==> src/rtl/inst_fetch_unit_if.sv <==
// Instruction-memory request/response bus between the fetch unit (master)
// and instruction memory (slave).
interface inst_fetch_unit_if;
  logic        imem_req_valid;
  logic        imem_req_ready;
  logic [31:0] imem_req_addr;
  logic        imem_rsp_valid;
  logic [31:0] imem_rsp_data;

  modport master (
    output imem_req_valid,
    output imem_req_addr,
    input  imem_req_ready,
    input  imem_rsp_valid,
    input  imem_rsp_data
  );

  modport slave (
    input  imem_req_valid,
    input  imem_req_addr,
    output imem_req_ready,
    output imem_rsp_valid,
    output imem_rsp_data
  );
endinterface

==> src/rtl/inst_fetch_unit.sv <==
// Fetch stage: PC, credit-limited imem requests, in-order response buffer, redirect flush.
// Optional FETCH_MISALIGN_TRAP_EN adds the fetch_misalign port and a HALT state.
module inst_fetch_unit #(
  parameter logic [31:0] RESET_PC  = 32'h0000_0000,
  parameter int unsigned BUF_DEPTH = 2
) (
  input  logic               clk,
  input  logic               rst_n,
  inst_fetch_unit_if.master  bus,
  input  logic               redirect_valid,
  input  logic [31:0]        redirect_target,
  output logic               out_valid,
  input  logic               out_ready,
  output logic [31:0]        out_inst,
  output logic [31:0]        out_pc
`ifdef FETCH_MISALIGN_TRAP_EN
  ,
  output logic               fetch_misalign
`endif
);

  localparam int unsigned PW      = (BUF_DEPTH > 1) ? $clog2(BUF_DEPTH) : 1;
  localparam int unsigned CW      = PW + 1;
  localparam logic [CW-1:0] DEPTH_C = CW'(BUF_DEPTH);
  localparam logic [CW-1:0] C_ONE   = CW'(1);
  localparam logic [PW-1:0] P_ONE   = PW'(1);

  typedef enum logic [1:0] {
    S_IDLE,
    S_RUN,
    S_DRAIN
`ifdef FETCH_MISALIGN_TRAP_EN
    ,
    S_HALT
`endif
  } state_t;

  state_t        state, state_n;
  logic [31:0]   pc;
  logic [CW-1:0] outstanding, drop_cnt, count, flight_after;
  logic [31:0]   buf_inst [BUF_DEPTH];
  logic [31:0]   buf_pc   [BUF_DEPTH];
  logic [31:0]   pcq      [BUF_DEPTH];
  logic [PW-1:0] rd_ptr, wr_ptr, pq_rd, pq_wr;
  logic          req_fire, rsp_keep, rsp_drop, pop;
  logic [31:0]   target;

  assign target = redirect_target & 32'hFFFF_FFFC;

  assign bus.imem_req_valid = (state == S_RUN) && ((outstanding + count) < DEPTH_C);
  assign bus.imem_req_addr  = pc;

  assign req_fire = bus.imem_req_valid & bus.imem_req_ready;
  assign rsp_drop = bus.imem_rsp_valid & (drop_cnt != '0);
  assign rsp_keep = bus.imem_rsp_valid & (drop_cnt == '0) & ~redirect_valid;
  assign pop      = out_valid & out_ready;

  assign out_valid = (count != '0);
  assign out_inst  = buf_inst[rd_ptr];
  assign out_pc    = buf_pc[rd_ptr];

  // Everything still owed by memory once this cycle settles; becomes the discard count on redirect.
  assign flight_after = outstanding + drop_cnt + (req_fire ? C_ONE : '0)
                      - (bus.imem_rsp_valid ? C_ONE : '0);

  always_comb begin
    state_n = state;
    if (redirect_valid) begin
`ifdef FETCH_MISALIGN_TRAP_EN
      if (redirect_target[1:0] != 2'b00) state_n = S_HALT;
      else
`endif
      state_n = (flight_after != '0) ? S_DRAIN : S_RUN;
    end else begin
      case (state)
        S_IDLE:  state_n = S_RUN;
        S_DRAIN: if (drop_cnt == '0 || (rsp_drop && drop_cnt == C_ONE)) state_n = S_RUN;
        default: ;
      endcase
    end
  end

  always_ff @(posedge clk or negedge rst_n) begin
    if (!rst_n) begin
      state       <= S_IDLE;
      pc          <= RESET_PC;
      outstanding <= '0;
      drop_cnt    <= '0;
      count       <= '0;
      rd_ptr      <= '0;
      wr_ptr      <= '0;
      pq_rd       <= '0;
      pq_wr       <= '0;
      for (int unsigned i = 0; i < BUF_DEPTH; i++) begin
        buf_inst[i] <= '0;
        buf_pc[i]   <= '0;
        pcq[i]      <= '0;
      end
`ifdef FETCH_MISALIGN_TRAP_EN
      fetch_misalign <= 1'b0;
`endif
    end else begin
      state <= state_n;
      if (redirect_valid) begin
        pc          <= target;
        outstanding <= '0;
        drop_cnt    <= flight_after;
        count       <= '0;
        rd_ptr      <= '0;
        wr_ptr      <= '0;
        pq_rd       <= '0;
        pq_wr       <= '0;
`ifdef FETCH_MISALIGN_TRAP_EN
        fetch_misalign <= (redirect_target[1:0] != 2'b00);
`endif
      end else begin
        if (req_fire) begin
          pcq[pq_wr] <= pc;
          pq_wr      <= pq_wr + P_ONE;
          pc         <= pc + 32'd4;
        end
        if (rsp_keep) begin
          buf_inst[wr_ptr] <= bus.imem_rsp_data;
          buf_pc[wr_ptr]   <= pcq[pq_rd];
          pq_rd            <= pq_rd + P_ONE;
          wr_ptr           <= wr_ptr + P_ONE;
        end
        if (rsp_drop) drop_cnt <= drop_cnt - C_ONE;
        if (pop) rd_ptr <= rd_ptr + P_ONE;
        outstanding <= outstanding + (req_fire ? C_ONE : '0) - (rsp_keep ? C_ONE : '0);
        count       <= count + (rsp_keep ? C_ONE : '0) - (pop ? C_ONE : '0);
      end
    end
  end

endmodule

==> src/flat_wrapper.sv <==
// flat-port wrapper written by rule: the top's interface ports become plain ports
module inst_fetch_unit_flat 
#(
  parameter logic [31:0] RESET_PC  = 32'h0000_0000,
  parameter int unsigned BUF_DEPTH = 2
)
  (clk, rst_n, redirect_valid, redirect_target, out_valid, out_ready, out_inst, out_pc, bus_imem_req_valid, bus_imem_req_addr, bus_imem_req_ready, bus_imem_rsp_valid, bus_imem_rsp_data);
  inst_fetch_unit_if bus_i ();
  input  logic clk;
  input  logic rst_n;
  input  logic redirect_valid;
  input  logic [31:0] redirect_target;
  output logic out_valid;
  input  logic out_ready;
  output logic [31:0] out_inst;
  output logic [31:0] out_pc;
  output wire logic [$bits(bus_i.imem_req_valid)-1:0] bus_imem_req_valid;
  output wire logic [$bits(bus_i.imem_req_addr)-1:0] bus_imem_req_addr;
  input wire logic [$bits(bus_i.imem_req_ready)-1:0] bus_imem_req_ready;
  input wire logic [$bits(bus_i.imem_rsp_valid)-1:0] bus_imem_rsp_valid;
  input wire logic [$bits(bus_i.imem_rsp_data)-1:0] bus_imem_rsp_data;
  assign bus_imem_req_valid = bus_i.imem_req_valid;
  assign bus_imem_req_addr = bus_i.imem_req_addr;
  assign bus_i.imem_req_ready = bus_imem_req_ready;
  assign bus_i.imem_rsp_valid = bus_imem_rsp_valid;
  assign bus_i.imem_rsp_data = bus_imem_rsp_data;
  inst_fetch_unit #(.RESET_PC(RESET_PC), .BUF_DEPTH(BUF_DEPTH)) u_core (.clk(clk), .rst_n(rst_n), .bus(bus_i), .redirect_valid(redirect_valid), .redirect_target(redirect_target), .out_valid(out_valid), .out_ready(out_ready), .out_inst(out_inst), .out_pc(out_pc));
endmodule
==> config.mk <==
export PLATFORM = sky130hd
export DESIGN_NAME = inst_fetch_unit_flat
export DESIGN_NICKNAME = d
export VERILOG_FILES = /design/src/rtl/inst_fetch_unit_if.sv /design/src/rtl/inst_fetch_unit.sv /design/src/flat_wrapper.sv
export SDC_FILE = /design/constraint.sdc
export NUM_CORES = 1
export LEC_CHECK = 0
export CAP_MARGIN = 20
export CORE_ASPECT_RATIO = 0.7
export CORE_MARGIN = 2
export CORE_UTILIZATION = 35
export CTS_CLUSTER_DIAMETER = 40
export DETAILED_ROUTE_END_ITERATION = 8
export SLEW_MARGIN = 20
export SYNTH_ARGS = -nofsm -noshare
export SYNTH_HDL_FRONTEND = slang
export SYNTH_SLANG_ARGS = --single-unit
==> constraint.sdc <==
create_clock -name clk -period 3.6 [get_ports clk]
set_input_delay 0.54 -clock clk [delete_from_list [all_inputs] [get_ports clk]]
set_output_delay 0.54 -clock clk [all_outputs]
set_load 0.01 [all_outputs]
; ---- Yosys cells after proc, flatten, opt, wreduce, memory -nomap -nowiden
; Index checks and enable logic that the tools add are counted.
[classes]
n_mux = 38
bitwise_logic = 10
magnitude_cmp = 7
add_sub_neg = 14
eq_ne = 4
n_reduce_logical = 18
[op_table]
columns = cell, n
row1 = 32-bit two-way mux, 13
row2 = 64-bit bitwise mux, 3
row3 = 32-bit demux with 1-bit select, 2
row4 = 32-bit by 3-bit adder with 32-bit output (second input constant), 1
row5 = 2-bit two-way mux, 7
row6 = 2-bit nonzero test, 7
row7 = 1-bit two-way mux, 12
row8 = 2-bit adder, 5
row9 = 2-bit greater-or-equal comparator (second input constant), 4
row10 = 1-bit NOT with 2-bit output, 4
row11 = 2-bit AND reduction, 3
row12 = 2-bit subtractor, 3
row13 = 1-bit AND, 5
row14 = 1-bit adder (second input constant), 4
row15 = 2-bit by 1-bit equality test with 1-bit output (second input constant), 2
row16 = 1-bit logical AND, 4
row17 = 2-bit logical NOT, 2
row18 = 2-bit by 1-bit less-than comparator with 1-bit output (second input constant), 2
row19 = 2-bit case mux with 2 select lines, 1
row20 = 3-bit by 2-bit inequality test with 1-bit output (second input constant), 1
row21 = 3-bit nonzero test, 1
row22 = 2-bit equality test (second input constant), 1
row23 = 2-bit less-than comparator (second input constant), 1
row24 = 2-bit by 1-bit subtractor with 2-bit output (second input constant), 1
row25 = 2 further kinds, 2
[totals]
inputBits = 70
ff_bits = 236
wordCells = 106
output_inout_bits = 98

; ---- Depth between registers and ports, before layout
; Gate-level depths: netlist (run 1).
[logic_depth]
word_depth = 10
mapped_depth = 9
depth_no_buf = 8

; ---- Worst setup path after synthesis (run 1)
; No wires, ideal clock.
[synth_path]
kind = register to register
start = register u_core.count[1]
end = register u_core.state[1]
arrival_time_ns = 2.198
stages_incl_launch_ff = 10
synth_period_minus_slack_ns = 2.332
setup_time_ns = 0.134
required_ns = 3.466
path_buffers = 1
setup_slack_ns = 1.268
cell_sequence = dfrtp_1 xnor2_2 xor2_1 buf_2 nor3_1 fa_1 xor2_1 xnor2_1 o21ai_0 o31ai_1
[synth_via]
elab_chain_len = 10
[synth_lines]
columns = item, line_no
row1 = start: declaration, inst_fetch_unit.sv:40  ; logic [CW-1:0] outstanding, drop_cnt, count, flight_after;
row2 = start signal: assignment, inst_fetch_unit.sv:131  ; count <= count + (rsp_keep ? C_ONE : '0) - (pop ? C_ONE : '0);
row3 = 2-bit adder, inst_fetch_unit.sv:50  ; assign bus.imem_req_valid = (state == S_RUN) && ((outstanding + count) < DEPTH_C);
row4 = 2-bit less-than comparator, inst_fetch_unit.sv:50
row5 = 1-bit logical AND, inst_fetch_unit.sv:50
row6 = 1-bit AND, inst_fetch_unit.sv:53  ; assign req_fire = bus.imem_req_valid & bus.imem_req_ready;
row7 = 1-bit two-way mux, inst_fetch_unit.sv:63  ; assign flight_after = outstanding + drop_cnt + (req_fire ? C_ONE : '0)
row8 = 2-bit adder, inst_fetch_unit.sv:63
row9 = 2-bit subtractor, inst_fetch_unit.sv:64  ; - (bus.imem_rsp_valid ? C_ONE : '0);
row10 = 2-bit nonzero test, inst_fetch_unit.sv:73  ; state_n = (flight_after != '0) ? S_DRAIN : S_RUN;
row11 = 2-bit two-way mux, inst_fetch_unit.sv:73
row12 = 2-bit two-way mux, inst_fetch_unit.sv:68  ; if (redirect_valid) begin
row13 = end signal: assignment, inst_fetch_unit.sv:103  ; state <= state_n;
row14 = end: declaration, inst_fetch_unit.sv:38  ; state_t state, state_n;
; No other way between the ends.
; A chain may end at the register's enable or synchronous reset.

; ---- Worst setup path after layout (run 1)
[layout_path]
start = register u_core.outstanding[1]
end = output bus_imem_req_valid
[layout_via]
elab_chain_len = 3
[layout_lines]
columns = item, line_no
row1 = start: declaration, inst_fetch_unit.sv:40
row2 = start signal: assignment, inst_fetch_unit.sv:130  ; outstanding <= outstanding + (req_fire ? C_ONE : '0) - (rsp_keep ? C_ONE : '0);
row3 = 2-bit adder, inst_fetch_unit.sv:50
row4 = 2-bit less-than comparator, inst_fetch_unit.sv:50
row5 = 1-bit logical AND, inst_fetch_unit.sv:50
row6 = end: declaration, flat_wrapper.sv:17  ; output wire logic [$bits(bus_i.imem_req_valid)-1:0] bus_imem_req_valid;
; No other way between the ends.

==> results of run 1 <==
-- report_power, final --
part           switching (mW)  internal, mW  total [mW]
sequential              0.757          3.55        4.31
combinational            1.94          2.49        4.43
clock                    1.23          1.87        3.10
-- layout make-up --
class	count	area [um2]
clock inverter	22	274
timing repair buffer	182	1820
multi-input combinational	613	4830
fill	2849	16300
sequential	226	5660
clock buffer	33	772
tap	412	515
inverter	18	67.6
-- cells in the final DEF (no fill, tap or decap), types with 9 or more instances in the layout --
| cell | Yosys | final |
|---|---|---|
| a21oi_1 | 38 | 38 |
| buf_4 | 4 | 17 |
| clkbuf_16 | 0 | 30 |
| clkdlybuf4s50_1 | 0 | 159 |
| dfrtp_1 | 226 | 224 |
| inv_1 | 18 | 18 |
| mux2_2 | 184 | 184 |
| mux2i_1 | 30 | 30 |
| nand2_1 | 51 | 50 |
| nand3_1 | 21 | 21 |
| nand4_1 | 20 | 20 |
| nor2_1 | 60 | 60 |
| nor2b_1 | 13 | 13 |
| nor4_1 | 11 | 11 |
| o2111ai_1 | 10 | 9 |
| o21ai_0 | 34 | 34 |
| o31ai_1 | 15 | 15 |
-- layer usage --
metal	vias to the layer above	routed length, um
li1	3686	-
met2	205	12400
met1	3911	13300
met3	30	1500
met5	-	0
met4	0	419
-- synth_stat cells, drive strengths merged, types with 3 or more instances --
| library cell | n |
|---|---|
| nor2 | 60 |
| a31oi | 8 |
| o311ai | 5 |
| a22oi | 5 |
| and3 | 5 |
| o211ai | 6 |
| or4 | 10 |
| buf | 27 |
| clkbuf | 49 |
| o311a | 3 |
| a211oi | 3 |
| nor2b | 13 |
| o31ai | 15 |
| nand2b | 6 |
| ha | 8 |
| inv | 18 |
| a221oi | 3 |
| nand3 | 22 |
| mux2 | 186 |
| a221o | 5 |
| and4 | 3 |
| nand4 | 21 |
| nor4 | 11 |
| dfrtp | 226 |
| mux2i | 30 |
| a21oi | 38 |
| nand2 | 51 |
| xor2 | 6 |
| nor3 | 10 |
| xnor2 | 8 |
| o21ai | 34 |
| o2111ai | 10 |
-- path summary, 6_finish.rpt --
check	from	to	slack, ps	depth (start not counted)
min	rst_n	u_core.buf_pc[54]	-4	1
min in group clk	redirect_valid	u_core.pq_rd	400	2
max	u_core.outstanding[1]	bus_imem_req_valid	300	5
max reg2reg	u_core.outstanding[1]	u_core.pcq[52]	1190	5
max in group asynchronous	rst_n	u_core.pq_rd	2830	2
min reg2reg	u_core.buf_pc[5]	u_core.buf_pc[5]	480	2
-- worst max-delay path: stages (launching register included) --
cell             delay, ps
dfrtp_1                450
xnor2_2                220
xnor2_2                730
nand2_1                160
inv_1                   90
clkdlybuf4s50_1        530
-- logic make-up after synthesis --
kind of cell    count (synthesis)  synth area share [%]
compound gates                149                  9.15
xor+xnor                       14                  1.27
mux                           216                  22.1
flops                         226                  52.2
fa+ha+maj                       9                  1.11
other cells                     1                0.0346
simple gates                  221                  10.4
buf+inv                        94                  3.65
-- flip-flops by register name (all words and copies together) (netlist names) --
name,count
u_core.buf_inst,64
u_core.buf_pc,60
u_core.bus.imem_req_addr,30
u_core.count,2
u_core.drop_cnt,2
u_core.outstanding,2
u_core.pcq,60
u_core.pq_rd,1
u_core.pq_wr,1
u_core.rd_ptr,1
u_core.state,2
u_core.wr_ptr,1
-- per-stage QoR --
stage                     total power [mW]  hold slack (ps)  util [%]  worst slack [ps]  instances
after global routing                  12.6             25.3      46.1               135       1506
final                                 11.8            -3.89      46.1               303       1506
after global placement                8.71              456      42.6               883       1451
after detailed placement              8.83              465      42.6               877       1451
after floorplan                       6.82              244         -              1270        933
after CTS                             12.0             18.4      46.1               305       1506
==> summary.md, run 1 <==
| Metric | Value |
|---|---|
| Status | `finished, violations left` |
| Failing checks | `negative hold slack` |
| P_leak | `5.81 nW` |
| Num rows | `53` |
| Synth unique cells | `60` |
| M3 GR Usage | `3.59%` |
| Routed wire length per instance | `about 18 um` |
| Worst hold path type | `primary input to asynchronous set/reset pin` |
| Mapped cell area | `10800 um2` |
| Ys Warns | `0` |
| Top_reg_cell synth | `dfrtp_1` |
| TritonCTS buffer count | `30` |
| CTS H-Tree Depth | `1` |
| Crit Path Max Fanout | `16` |
| Die area | `32400 um2` |
| RSZ-0062 raised after global routing | `no` |
| Avg Inst Size Synth | `~12 um2` |
| Sum of negative setup slack | `0 ps` |
| Die H | `151 um` |
| #FFs+latches synth | `between 200 and 250` |
| CTS tree | `built` |
| Placeable Area | `a little over 30000 um2` |
| P&R area growth vs syn | `28.7%` |
| Max Cap Violations | `0` |
| Post-synth top area cell | `dfrtp_1` |
| Clock latency at the later pin of the worst-skew pair | `~570 ps` |
| Cell area after layout | `between 10000 and 15000 um2` |
| Critical path class | `register to primary output` |
| M1 GR Usage | `roughly 25%` |
| DPL Wire Length | `around 18 mm` |
| Gpl congestion | `between 0.8 and 0.9` |
| Die W | `roughly 210 um` |
| CP Launch Type | `register` |
| Number of synthesized flops with an enable pin | `0` |
| Asr flop ratio synth | `100%` |
| Post-Route WL | `27.6 mm` |
| Endpoints failing hold | `3` |
| Routed via count | `between 7000 and 8000` |
| DR iter-0 viols | `about 480` |
| Clk root buf | `clkbuf_16` |
| CP arrival | `2760 ps` |
| Gr usage total | `between 10% and 20%` |
| Fin nets | `approximately 1200` |
| CTS Sinks | `approximately 230` |
| Post-Synthesis Cells | `between 900 and 1000` |
| PwrDens | `around 850 nW/um2` |
| Clk buf depth | `3` |
| Minimum clock period | `approximately 3300 ps` |
| Global-route wire length before repair | `roughly 44 mm` |
| Worst slew pin tran | `around 1000 ps` |
| Critical path required time | `a little over 3000 ps` |
| Starting density of the core | `a little over a third` |
| Relative slew margins | `approximately a third` |
| Top-area cell type share of the netlist area | `52.2%` |
| Post-route antenna net violation count | `0` |
| I/O pin cnt | `around 170` |
| # diodes | `0` |
| Residual DRC | `0` |
| Period utilization | `roughly nine tenths` |
| Setup Buffers After CTS | `0` |
| Max Freq | `approximately 0.3 GHz` |
| Final Slew Violations | `0` |
| Placed cell area | `~13000 um2` |
| Largest net degree at the start of global routing | `93` |
| Antenna violations before repair | `0` |
| Grt ovf | `0` |
| Final clock skew | `around 18 ps` |
| Cts-stage hold buffer count | `0` |
| Gr busiest metal | `met2` |
| Vias in the first global route | `8030` |
| Vias per cell | `between 5 and 6` |
| CP Capture Type | `primary output` |
| Register area share after synthesis | `~52%` |
| Met2 GRT Util | `between 20% and 30%` |
| Maximum VDD drop | `416 uV` |
| CTS clk-pin slew, worst paths | `60 ps` |
| DRT Pass-1 Iters | `5` |
| Hold slack | `-3.89 ps` |
| Share of cells above drive strength 1 | `between 20 and 30%` |
| Top cells by area, synth | `dfrtp_1 (52%), mux2_2 (19%), mux2i_1 (2.8%), nor2_1 (2.1%), nand2_1 (1.8%)` |
| Cells resized by post-CTS repair | `0` |
| IO buf count | `between 150 and 200` |
| Final setup fails | `0` |
(Power assumes the default switching activity.)
==> run 2, diff against run 1 <==
--- a/config.mk
+++ b/config.mk
@@ -7,3 +7,3 @@
 export LEC_CHECK = 0
-export CAP_MARGIN = 20
+export CAP_MARGIN = 25
 export CORE_ASPECT_RATIO = 0.7
@@ -13,2 +13,3 @@
 export DETAILED_ROUTE_END_ITERATION = 8
+export PLACE_DENSITY_LB_ADDON = 0.25
 export SLEW_MARGIN = 20
==> constraint.sdc (replaced) <==
create_clock -name clk -period 3.6 [get_ports clk]
set_input_delay 0.9 -clock clk [delete_from_list [all_inputs] [get_ports clk]]
set_output_delay 0.9 -clock clk [all_outputs]
set_load 0.01 [all_outputs]
==> summary.md, run 2 (synthesized netlist as in run 1, its figures left out) <==
| Metric | Value |
|---|---|
| Final clock skew | `10.6 ps (-7.22 ps)` |
| Critical path class | `register to primary output` |
| End of the critical path | `out_pc[25]` |
| PwrDens | `862 nW/um2 (+1.5%)` |
| Worst setup margin | `366 ps (+62.5 ps)` |
| DPL Wire Length | `18.6 mm (+1.9%)` |
| R2R cell count | `9 (+4)` |
| Final Slew Violations | `0 (unchanged)` |
| Vias per cell | `5.20 (about the same)` |
| Post-Place Worst Slack | `612 ps (-265 ps)` |
| Hold slack | `407 ps (+411 ps)` |
| Gr usage total | `17.5% (+0.36 points)` |
| R2r endpoint | `u_core.state[1]` |
| Period utilization | `89.8% (-1.7 points)` |
| Worst slew pin tran | `1010 ps (-7.39 ps)` |
| Placeable Area | `30200 um2 (unchanged)` |
| Num rows | `53 (unchanged)` |
| Cts-stage hold buffer count | `0 (unchanged)` |
| Post-route antenna net violation count | `0 (unchanged)` |
| Vias in the first global route | `7987 (-0.54%)` |
| Final setup fails | `0 (unchanged)` |
| I/O pin cnt | `168 (unchanged)` |
| Routed via count | `7896 (+0.82%)` |
| Residual DRC | `0 (unchanged)` |
| Largest net degree at the start of global routing | `99 (+6.5%)` |
| Tot Pwr | `12.2 mW (+3.1%)` |
| CP Launch Type | `register` |
| Max Cap Violations | `0 (unchanged)` |
| Max incr delay on CP | `590 ps (-140 ps)` |
| CTS tree | `built` |
| Critical path required time | `2700 ps (-360 ps)` |
| Biggest registers after layout | `u_core.buf_inst (64), u_core.buf_pc (60), u_core.pcq (60)` |
| Clk root buf | `clkbuf_16` |
| Crit Path Max Fanout | `16 (unchanged)` |
| IO buf count | `161 (unchanged)` |
| CTS clk-pin slew, worst paths | `50 ps (about the same)` |
| Clk buf depth | `3 (unchanged)` |
| P&R area growth vs syn | `30.7%` |
| Commonest non-fill, non-tap cell in the layout | `dfrtp_1` |
| Util after Layout | `46.8% (+0.73 points)` |
| Starting density of the core | `35.8% (unchanged)` |
| RSZ-0062 raised after global routing | `no` |
| P_leak | `5.92 nW (+2.0%)` |
| CP Capture Type | `primary output` |
| Max Freq | `0.309 GHz (+1.9%)` |
| Die H | `151 um (unchanged)` |
| Placed cell area | `13000 um2 (+0.59%)` |
| Grt ovf | `0 (unchanged)` |
| # diodes | `0 (unchanged)` |
| Maximum VDD drop | `435 uV (+4.7%)` |
| Routed wire length per instance | `18.3 um (-0.24%)` |
| Clock latency at the later pin of the worst-skew pair | `510 ps (-60 ps)` |
| Max FFs per register | `64 (unchanged)` |
| Cell area after layout | `14200 um2 (+1.6%)` |
| Relative slew margins | `32.8% (+0.49 points)` |
| CTS Sinks | `226 (unchanged)` |
| TritonCTS buffer count | `35 (+17%)` |
| Share of cells above drive strength 1 | `25.9% (+0.72 points)` |
| CP arrival | `2330 ps (-430 ps)` |
| Post-Route WL | `27.8 mm (+0.56%)` |
| Gpl congestion | `0.831 (-3.6%)` |
| Reg2Reg Setup Slack | `1150 ps (-40 ps)` |
| CP cell instances | `buf_4 > mux2_2 > clkdlybuf4s50_1` |
| Die area | `32400 um2 (unchanged)` |
| Placed cell count | `1456 (+0.34%)` |
| Critical-path top delay cell | `dfrtp_4` |
| CTS H-Tree Depth | `2 (+1)` |
| Global-route wire length before repair | `44.8 mm (+1.0%)` |
| DRT Pass-1 Iters | `5 (unchanged)` |
| Sum of negative setup slack | `0 ps (unchanged)` |
| DR iter-0 viols | `554 (+16%)` |
| Worst hold path type | `primary input to asynchronous set/reset pin` |
| Endpoints failing hold | `0 (-3)` |
| Antenna violations before repair | `0 (unchanged)` |
| Register with the most flip-flops | `u_core.buf_inst` |
| Fin nets | `1160 (+0.87%)` |
| Setup Buffers After CTS | `0 (unchanged)` |
| Worst r2r src | `u_core.outstanding[1]` |
| Final cell count without fillers | `1518 (+0.80%)` |
| Cells resized by post-CTS repair | `0 (unchanged)` |
| Worst Setup SP | `u_core.rd_ptr` |
| Minimum clock period | `3230 ps (-62.5 ps)` |
| Status | `completed` |
| Most frequent cells in the layout | `dfrtp_1 (224), mux2_2 (184), clkdlybuf4s50_1 (159)` |
| Die W | `214 um (unchanged)` |
## run 2: worst max-delay path: cells and delay by family, from the launching register on
family / cells / cell delay [ps]
buffers and inverters: 2 / 840
DFF: 1 / 590
muxes: 1 / 370
## run 2: worst min path at each step
stage                      start             endpoint  cells after the start
6_report                   rst_n  u_core.buf_inst[25]                      1
5_1_grt                    rst_n  u_core.buf_inst[25]                      1
4_1_cts                    rst_n  u_core.buf_inst[25]                      1
3_5_place_dp   u_core.buf_pc[28]    u_core.buf_pc[28]                      2
3_3_place_gp   u_core.buf_pc[23]    u_core.buf_pc[23]                      2
2_1_floorplan  u_core.buf_pc[10]    u_core.buf_pc[10]                      2
## run 2: routing by layer
layer	vias to the layer above	GRT usage, %	wire length [um]
li1	3709	-	-
met2	217	26.8	12100
met1	3929	25.0	13400
met4	0	4.69	461
met5	-	0	0
met3	41	4.06	1820
## run 2: cell type report
cell class | instances | area (um2)
fill | 2791 | 16100
sequential | 226 | 5660
multi-input combinational | 613 | 4820
timing repair buffer | 187 | 1910
clock buffer | 42 | 965
tap | 412 | 515
clock inverter | 20 | 226
inverter | 18 | 67.6
## run 2: power by group
part,switching [mW],internal (mW)
logic,1.99,2.52
registers,0.704,3.56
clock network,1.27,2.16
total,3.96,8.24
==> run 3, diff against run 2 <==
CORE_UTILIZATION = 55   (was 35)
==> summary.md, run 3 (synthesized netlist as in run 1, its figures left out) <==
| Metric | Value |
|---|---|
| Status | `completed` |
| CTS tree | `built` |
| I/O pin cnt | `168 (unchanged)` |
| Gr usage total | `24.2% (+6.7 points)` |
| Wire length on met2 | `11.1 mm (-8.6%)` |
| Switching Share | `32.7% (+0.22 points)` |
| Worst slew pin tran | `768 ps (-239 ps)` |
| Metal3 WL | `1.61 mm (-12%)` |
| Max Freq | `0.298 GHz (-3.6%)` |
| P_leak | `5.72 nW (-3.5%)` |
| Endpoints failing hold | `0 (unchanged)` |
| Clock network power share | `23.4% (-4.7 points)` |
| CP cell instances | `xnor2_2 > xnor2_4 > nand2_1 > inv_1 > clkdlybuf4s50_1` |
| Biggest registers after layout | `u_core.buf_inst (64), u_core.buf_pc (60), u_core.pcq (60)` |
| Fin nets | `1145 (-1.3%)` |
| CTS H-Tree Depth | `1 (-1)` |
| Placeable Area | `19100 um2 (-37%)` |
| P&R area growth vs syn | `25.7%` |
| Sequential share of power | `37.1% (+2.2 points)` |
| Global-route wire length before repair | `40.4 mm (-9.8%)` |
| Relative slew margins | `48.8% (+16 points)` |
| Die W | `172 um (-20%)` |
| PwrDens | `837 nW/um2 (-2.9%)` |
| Max incr delay on CP | `520 ps (-70 ps)` |
| Routed via count | `7907 (+0.14%)` |
| DR iter-0 viols | `509 (-8.1%)` |
| CTS Sinks | `226 (unchanged)` |
| Commonest non-fill, non-tap cell in the layout | `dfrtp_1` |
| Cell family with most CP delay | `XOR/XNOR gates` |
| Minimum clock period | `3360 ps (+122 ps)` |
| Most frequent cells in the layout | `dfrtp_1 (225), mux2_2 (184), clkdlybuf4s50_1 (159)` |
| Final setup fails | `0 (unchanged)` |
| Vias in the first global route | `7941 (-0.58%)` |
| CP Launch Type | `register` |
| Top Layer Used | `met4` |
| Hold slack | `365 ps (-42.1 ps)` |
| Metal-1 WL | `11.4 mm (-15%)` |
| Vias per cell | `5.86 (+13%)` |
| Clk root buf | `clkbuf_16` |
| Critical path buffer and inverter count | `2 (unchanged)` |
| R2R cell count | `9 (unchanged)` |
| IO buf count | `161 (unchanged)` |
| Max Cap Violations | `0 (unchanged)` |
| Num rows | `42 (-21%)` |
| Maximum VDD drop | `473 uV (+8.7%)` |
| Max FFs per register | `64 (unchanged)` |
| CTS clk-pin slew, worst paths | `60 ps (about the same)` |
| Crit Path Max Fanout | `16 (unchanged)` |
| Critical path class | `register to primary output` |
| Final Slew Violations | `0 (unchanged)` |
| Gate power share | `39.5% (+2.5 points)` |
| Die area | `20800 um2 (-36%)` |
| DRT Pass-1 Iters | `5 (unchanged)` |
| Antenna violations before repair | `0 (unchanged)` |
| Share of cells above drive strength 1 | `24.4% (-1.5 points)` |
| Final clock skew | `14.8 ps (+4.14 ps)` |
| P_int | `7.67 mW (-6.9%)` |
| Critical-path top delay cell | `clkdlybuf4s50_1` |
| Clock latency at the later pin of the worst-skew pair | `530 ps (+20 ps)` |
| RSZ-0062 raised after global routing | `no` |
| Gpl congestion | `0.914 (+10%)` |
| # diodes | `0 (unchanged)` |
| CP arrival | `2460 ps (+130 ps)` |
| Worst hold path type | `primary input to asynchronous set/reset pin` |
| Cells resized by post-CTS repair | `0 (unchanged)` |
| Routed wire length per instance | `18.3 um (-0.11%)` |
| P_sw | `3.73 mW (-6.0%)` |
| Setup Buffers After CTS | `0 (unchanged)` |
| Post-Route WL | `24.7 mm (-11%)` |
| DPL Wire Length | `16.3 mm (-12%)` |
| Starting density of the core | `56.8% (+21 points)` |
| Period utilization | `93.2% (+3.4 points)` |
| Register with the most flip-flops | `u_core.buf_inst` |
| CP Depth | `5 (+2)` |
| Clk buf depth | `3 (unchanged)` |
| Cts-stage hold buffer count | `0 (unchanged)` |
| Residual DRC | `0 (unchanged)` |
| Post-route antenna net violation count | `0 (unchanged)` |
| Critical path required time | `2700 ps (about the same)` |
| Grt ovf | `0 (unchanged)` |
| Sum of negative setup slack | `0 ps (unchanged)` |
| CP Capture Type | `primary output` |
| Largest net degree at the start of global routing | `93 (-6.1%)` |
| TritonCTS buffer count | `26 (-26%)` |
| Die H | `121 um (-20%)` |
## run 3: path summary, 6_finish.rpt
check	slack, ps	start	end
min in group clk	470	u_core.buf_pc[21]	u_core.buf_pc[21]
setup reg to reg	1080	u_core.count[1]	u_core.state[1]
hold reg to reg	470	u_core.buf_pc[21]	u_core.buf_pc[21]
setup / recovery	240	u_core.count[1]	bus_imem_req_valid
hold / removal	360	rst_n	u_core.buf_inst[59]
max in group asynchronous	2470	rst_n	u_core.pcq[36]
## run 3: through the flow
stage	worst slack [ps]	total power [mW]	area (um2)	utilization [%]	std cells
after floorplan	1180	6.82	10800	-	933
after global placement	438	8.60	12700	66.6	1302
after detailed placement	392	8.75	12700	66.6	1302
after CTS	16.2	11.5	13600	71.3	1350
after global routing	136	12.1	13600	71.3	1350
final	243	11.4	13600	71.3	1350
## run 3: cell type report
cell class                 instances  area [um2]
sequential                       226        5660
multi-input combinational        613        4830
clock inverter                    17         211
timing repair buffer             181        1840
clock buffer                      31         679
fill                            1352        5470
inverter                          18        67.6
tap                              264         330
## run 3: metal layers
layer  global-route usage (%)  vias to the layer above
met5                        0                        -
met4                     6.36                        0
met3                     4.24                       62
met2                     37.7                      286
met1                     35.3                     3888
li1                         -                     3671
## run 3: power groups by stage
stage	clock, mW	combinational, mW	sequential [mW]
floorplan	0	2.83	3.99
global placement	0	4.40	4.20
detailed placement	0	4.50	4.25
CTS	2.72	4.53	4.22
global route	2.83	4.89	4.37
finish	2.67	4.50	4.22
## run 3: worst register-to-register path, delay by kind of cell (launching register included)
kind / cells / cell delay, ps
xor+xnor: 4 / 930
flops: 1 / 430
fa+ha+maj: 1 / 400
compound gates: 2 / 390
buf+inv: 1 / 170
simple gates: 1 / 60
